## config.mk

```make
export PLATFORM = sky130hd
export DESIGN_NAME = elevator_timer_ctrl
export DESIGN_NICKNAME = d
export VERILOG_FILES = /design/src/rtl/elevator_timer_ctrl.sv
export SDC_FILE = /design/constraint.sdc
export NUM_CORES = 1
export LEC_CHECK = 0
export ABC_AREA = 1
export CELL_PAD_IN_SITES_DETAIL_PLACEMENT = 0
export CELL_PAD_IN_SITES_GLOBAL_PLACEMENT = 2
export CORE_MARGIN = 4
export CORE_UTILIZATION = 35
export CTS_CLUSTER_DIAMETER = 30
export DETAILED_ROUTE_END_ITERATION = 8
export PLACE_DENSITY_LB_ADDON = 0.1
export REMOVE_ABC_BUFFERS = 1
export SETUP_SLACK_MARGIN = 0.5
export SLEW_MARGIN = 20
export SYNTH_ARGS = -nofsm -noshare
export SYNTH_HDL_FRONTEND = slang
export SYNTH_SLANG_ARGS = --single-unit
export TNS_END_PERCENT = 1
```

## constraint.sdc

```tcl
create_clock -name clk_in -period 2.6 [get_ports clk_in]
set_input_delay 0.26 -clock clk_in [delete_from_list [all_inputs] [get_ports clk_in]]
set_output_delay 0.26 -clock clk_in [all_outputs]
set_load 0.05 [all_outputs]
```

## src/rtl/elevator_timer_ctrl.sv

```systemverilog
// Shared timing controller for the elevator: one prescaler producing a
// single-cycle tick enable, and one tick-down timer shared round-robin
// between the door FSM and the motor/travel FSM.
module elevator_timer_ctrl #(
  parameter int PRESCALE = 50_000_000,
  parameter int TICK_W   = 4
) (
  input  logic              clk_in,
  input  logic              rst_n,
  input  logic              req_door,
  input  logic [TICK_W-1:0] dur_door,
  input  logic              req_move,
  input  logic [TICK_W-1:0] dur_move,
  input  logic              cancel,
  output logic              grant_door,
  output logic              grant_move,
  output logic              busy,
  output logic              done_door,
  output logic              done_move,
  output logic              tick_out
);

  localparam int                 PRESC_W   = (PRESCALE > 1) ? $clog2(PRESCALE) : 1;
  localparam logic [PRESC_W-1:0] PRESC_MAX = PRESC_W'(PRESCALE - 1);
  localparam logic [TICK_W-1:0]  ONE_TICK  = TICK_W'(1);

  typedef enum logic [1:0] {
    IDLE     = 2'd0,
    RUN_DOOR = 2'd1,
    RUN_MOVE = 2'd2
  } state_t;

  state_t              state;
  state_t              state_next;
  logic [PRESC_W-1:0]  presc;
  logic [PRESC_W-1:0]  presc_next;
  logic [TICK_W-1:0]   remain;
  logic [TICK_W-1:0]   remain_next;
  logic                last_move;
  logic                last_move_next;
  logic                done_door_q;
  logic                done_door_next;
  logic                done_move_q;
  logic                done_move_next;

  logic                tick;
  logic                pick_door;
  logic                pick_move;
  logic [TICK_W-1:0]   dur_door_eff;
  logic [TICK_W-1:0]   dur_move_eff;

  // Tick decode from the prescaler register (0 in reset since presc is 0).
  assign tick = (presc == PRESC_MAX);

  // Round-robin choice: on a tie the requester not served last wins.
  always_comb begin
    pick_door = req_door & (~req_move | last_move);
    pick_move = req_move & (~req_door | ~last_move);
  end

  // A zero-length request is served as a one-tick interval.
  always_comb begin
    dur_door_eff = (dur_door == '0) ? ONE_TICK : dur_door;
    dur_move_eff = (dur_move == '0) ? ONE_TICK : dur_move;
  end

  // Next-state, timer and done-pulse logic for the shared timer FSM.
  always_comb begin
    state_next     = state;
    remain_next    = remain;
    last_move_next = last_move;
    done_door_next = 1'b0;
    done_move_next = 1'b0;
    presc_next     = tick ? '0 : presc + PRESC_W'(1);

    case (state)
      IDLE: begin
        // cancel has no meaning here; arbitration proceeds regardless
        if (pick_door) begin
          state_next     = RUN_DOOR;
          remain_next    = dur_door_eff;
          last_move_next = 1'b0;
          presc_next     = '0;
        end else if (pick_move) begin
          state_next     = RUN_MOVE;
          remain_next    = dur_move_eff;
          last_move_next = 1'b1;
          presc_next     = '0;
        end
      end

      RUN_DOOR: begin
        // cancel takes priority over an expiry tick in the same cycle
        if (cancel) begin
          state_next = IDLE;
        end else if (tick) begin
          if (remain <= ONE_TICK) begin
            state_next     = IDLE;
            done_door_next = 1'b1;
          end else begin
            remain_next = remain - ONE_TICK;
          end
        end
      end

      RUN_MOVE: begin
        if (cancel) begin
          state_next = IDLE;
        end else if (tick) begin
          if (remain <= ONE_TICK) begin
            state_next     = IDLE;
            done_move_next = 1'b1;
          end else begin
            remain_next = remain - ONE_TICK;
          end
        end
      end

      default: begin
        state_next = IDLE;
      end
    endcase
  end

  // State register; reset aborts any interval without a done pulse.
  always_ff @(posedge clk_in or negedge rst_n) begin
    if (!rst_n) begin
      state       <= IDLE;
      presc       <= '0;
      remain      <= '0;
      last_move   <= 1'b1;
      done_door_q <= 1'b0;
      done_move_q <= 1'b0;
    end else begin
      state       <= state_next;
      presc       <= presc_next;
      remain      <= remain_next;
      last_move   <= last_move_next;
      done_door_q <= done_door_next;
      done_move_q <= done_move_next;
    end
  end

  // Outputs are decoded straight from registers, so reset clears them at once.
  always_comb begin
    grant_door = (state == RUN_DOOR);
    grant_move = (state == RUN_MOVE);
    busy       = grant_door | grant_move;
    done_door  = done_door_q;
    done_move  = done_move_q;
    tick_out   = tick;
  end

endmodule

```

==> out/qor.yml <==
status: "finished, final reports clean"
cp_slowest_cell: "clkdlybuf4s50_1"
die_h_um: 86.76
ys_seq_elements: 35
finalMaxSlewViolations: 0
synth-simple-area-share_pct: 36.66
ant_nets: 0
synth_edf_count: 0
ir_drop_mv: 0.3339
clock_path_buffers: 2
clock-sinks: 35
clk_latency_ns: 0.29
ys_top_cells_by_area: "dfrtp_1, nand2_1, nor2_1"
tns_ns: 0
viasPerCell: 4.649
worst_pin_slew_ns: 0.8296
synth_compound_area_share_pct: 6.340
postPlaceCellArea_um2: 2434
synth_most_common_cell: "nand2_1"
finalHoldViolCount: 0
start_util_pct: 36.45
grt_start_max_net_pins: 36
syn_avg_cell_area_um2: 7.260
seq_area_frac_synth_pct: 40.40
postLayoutCellArea_um2: 2525
fin_nets: 344
overflow: 0
antennaDiodeCount: 0
grt_pass1_vias: 1881
slew_headroom_pct: 44.70
synthFlopType: "dfrtp_1"
async_reset_ff_share_pct: 100.0
cts_tree: "built"
dieWidth_um: 86.76
syn_area_um2: 2171
synth_area_leader_cell: "dfrtp_1"
post-route-period-util_pct: 77.75
cp-start-kind: "flop"
synth-xor-area-share_pct: 4.438
hold_class: "input pin to async pin"
cts.clk_slew.worst_paths_ns: 0.07
max_stage_delay_ns: 0.80
crit_fanout: 3
synthAdderAreaFrac_pct: 4.035
netlist.area_leader.share_pct: 39.19
yosys_warnings: 0
gp_congestion: 0.7565
drive_gt1_share_pct: 8.025
powerDensity_nw_per_um2: 735.9
htreeDepth: 2
synth_common_cells: "nand2_1, nor2_1, inv_1"
synth_top_family_by_area: "simple AND/OR/NAND/NOR gates"
drt_iter0_drc: 120
grt_setup_unrepaired: "false"
fill_cells: 646
dp_cells: 392
cp_top_family: "buffers and inverters"
p_leak_nw: 1.179
drt_wl_total_um: 5148
endpoint_kind: "output port"
synthMuxAreaShare_pct: 0
cp.arrival_ns: 1.76
hpwl_um: 3915
via_count: 1855
worstPathRequired_ns: 2.34
instances_no_fill: 399
clockRootBuffer: "clkbuf_8"
p_total_mw: 1.858
num_io_pins: 19
syn_inst: 299
dr.pass1.iters: 4
max-cap-violations: 0
drc: 0
finalSetupViolCount: 0
placement.io_buffers: 18
track_usage_pct: 15.11
synthToLayoutAreaGrowth_pct: 16.31
grt_pass1_wl_um: 8942
pre_cts_ws_ns: 0.6800
antenna_found_initial: 0
rows: 28
post_cts_buffers: 0
core_area_um2: 5956
die-area_um2: 7526
period_minus_slack_ns: 2.022
crit_type: "flop to output port"
clock.fmax_ghz: 0.4947
ctsHoldBuffers: 0
crit_buf_inv: 2
wl_per_cell_um: 12.90
synth_cell_type_count: 31
fin_ws_ns: 0.5785
clock_skew_ns: 0.004997
cts_buffers: 5
crit_chain: "inv_1 > ha_1 > clkdlybuf4s50_1"
-- final timing paths --
path	start	endpoint	slack, ns	cells past startpoint
setup / recovery	state[0]	grant_move	0.58	3
hold / removal	rst_n	presc[0]	0.07	1
setup reg to reg	remain[0]	remain[1]	0.85	10
hold reg to reg	remain[1]	remain[1]	0.47	2
max in group asynchronous	rst_n	presc[10]	2.01	1
min in group clk_in	remain[1]	remain[1]	0.47	2
-- routing by layer --
metal	track usage [%]	up-vias	share of wire (%)
li1	-	985	-
met4	4.249	0	1.1
met1	19.95	855	51
met2	25.17	11	46
met3	2.852	4	2.0
met5	0	-	0
-- repair_timing --
item,4_1_cts,5_1_grt
endpoints found under the setup margin,1,1
gates cloned,0,0
resized for setup,1,1
-- power by group --
group	internal [mW]	total, mW	leakage (nW)	switching [mW]
Combinational	0.257	0.760	0.658	0.503
Clock	0.208	0.413	0.0470	0.204
Sequential	0.626	0.686	0.474	0.0593
-- area by class of cell --
cell class	count	area, um^2	share of cell area, %
multi-input combinational	219	1122	44.45
timing repair buffer	19	178.9	7.086
tap	75	93.84	3.717
sequential	35	877.1	34.74
inverter	44	165.2	6.541
clock buffer	6	82.58	3.271
clock inverter	1	5.005	0.1982
-- flip-flops by register name, summed over array words and instances, names as in the netlist --
name	cells
done_door	1
done_move	1
last_move	1
presc	26
remain	4
state	2
-- through the flow --
stage          util (%)  hold WS, ns
2_1_floorplan         -     -0.03559
3_3_place_gp      40.86       0.4172
3_5_place_dp      40.86       0.4157
4_1_cts           42.31       0.1004
5_1_grt           42.39       0.1405
6_report          42.39      0.06940
-- layout by cell type, fill, tap and decap left out, types with 2 or more instances in the layout --
master / instances
nor2_1: 51
nor2_2: 6
clkdlybuf4s50_1: 15
o21ai_1: 2
xnor2_1: 3
inv_1: 43
o21ai_0: 3
dfrtp_1: 34
nor2_4: 3
nand3_1: 20
buf_4: 2
a21oi_1: 9
nand4_1: 5
nor3_1: 9
ha_1: 7
clkbuf_8: 6
nand2_1: 78
a31oi_1: 3
xor2_1: 8
-- cell families (layout without fill, tap and decap cells) --
family	count (synthesis)	in the layout
buffers and inverters	45	70
and+or+nand+nor	179	179
DFF	35	35
xor gates and xnor gates	11	11
AOI/OAI and AO/OA	22	22
adders and majority gates	7	7
Power figures use the tool's default switching activity.
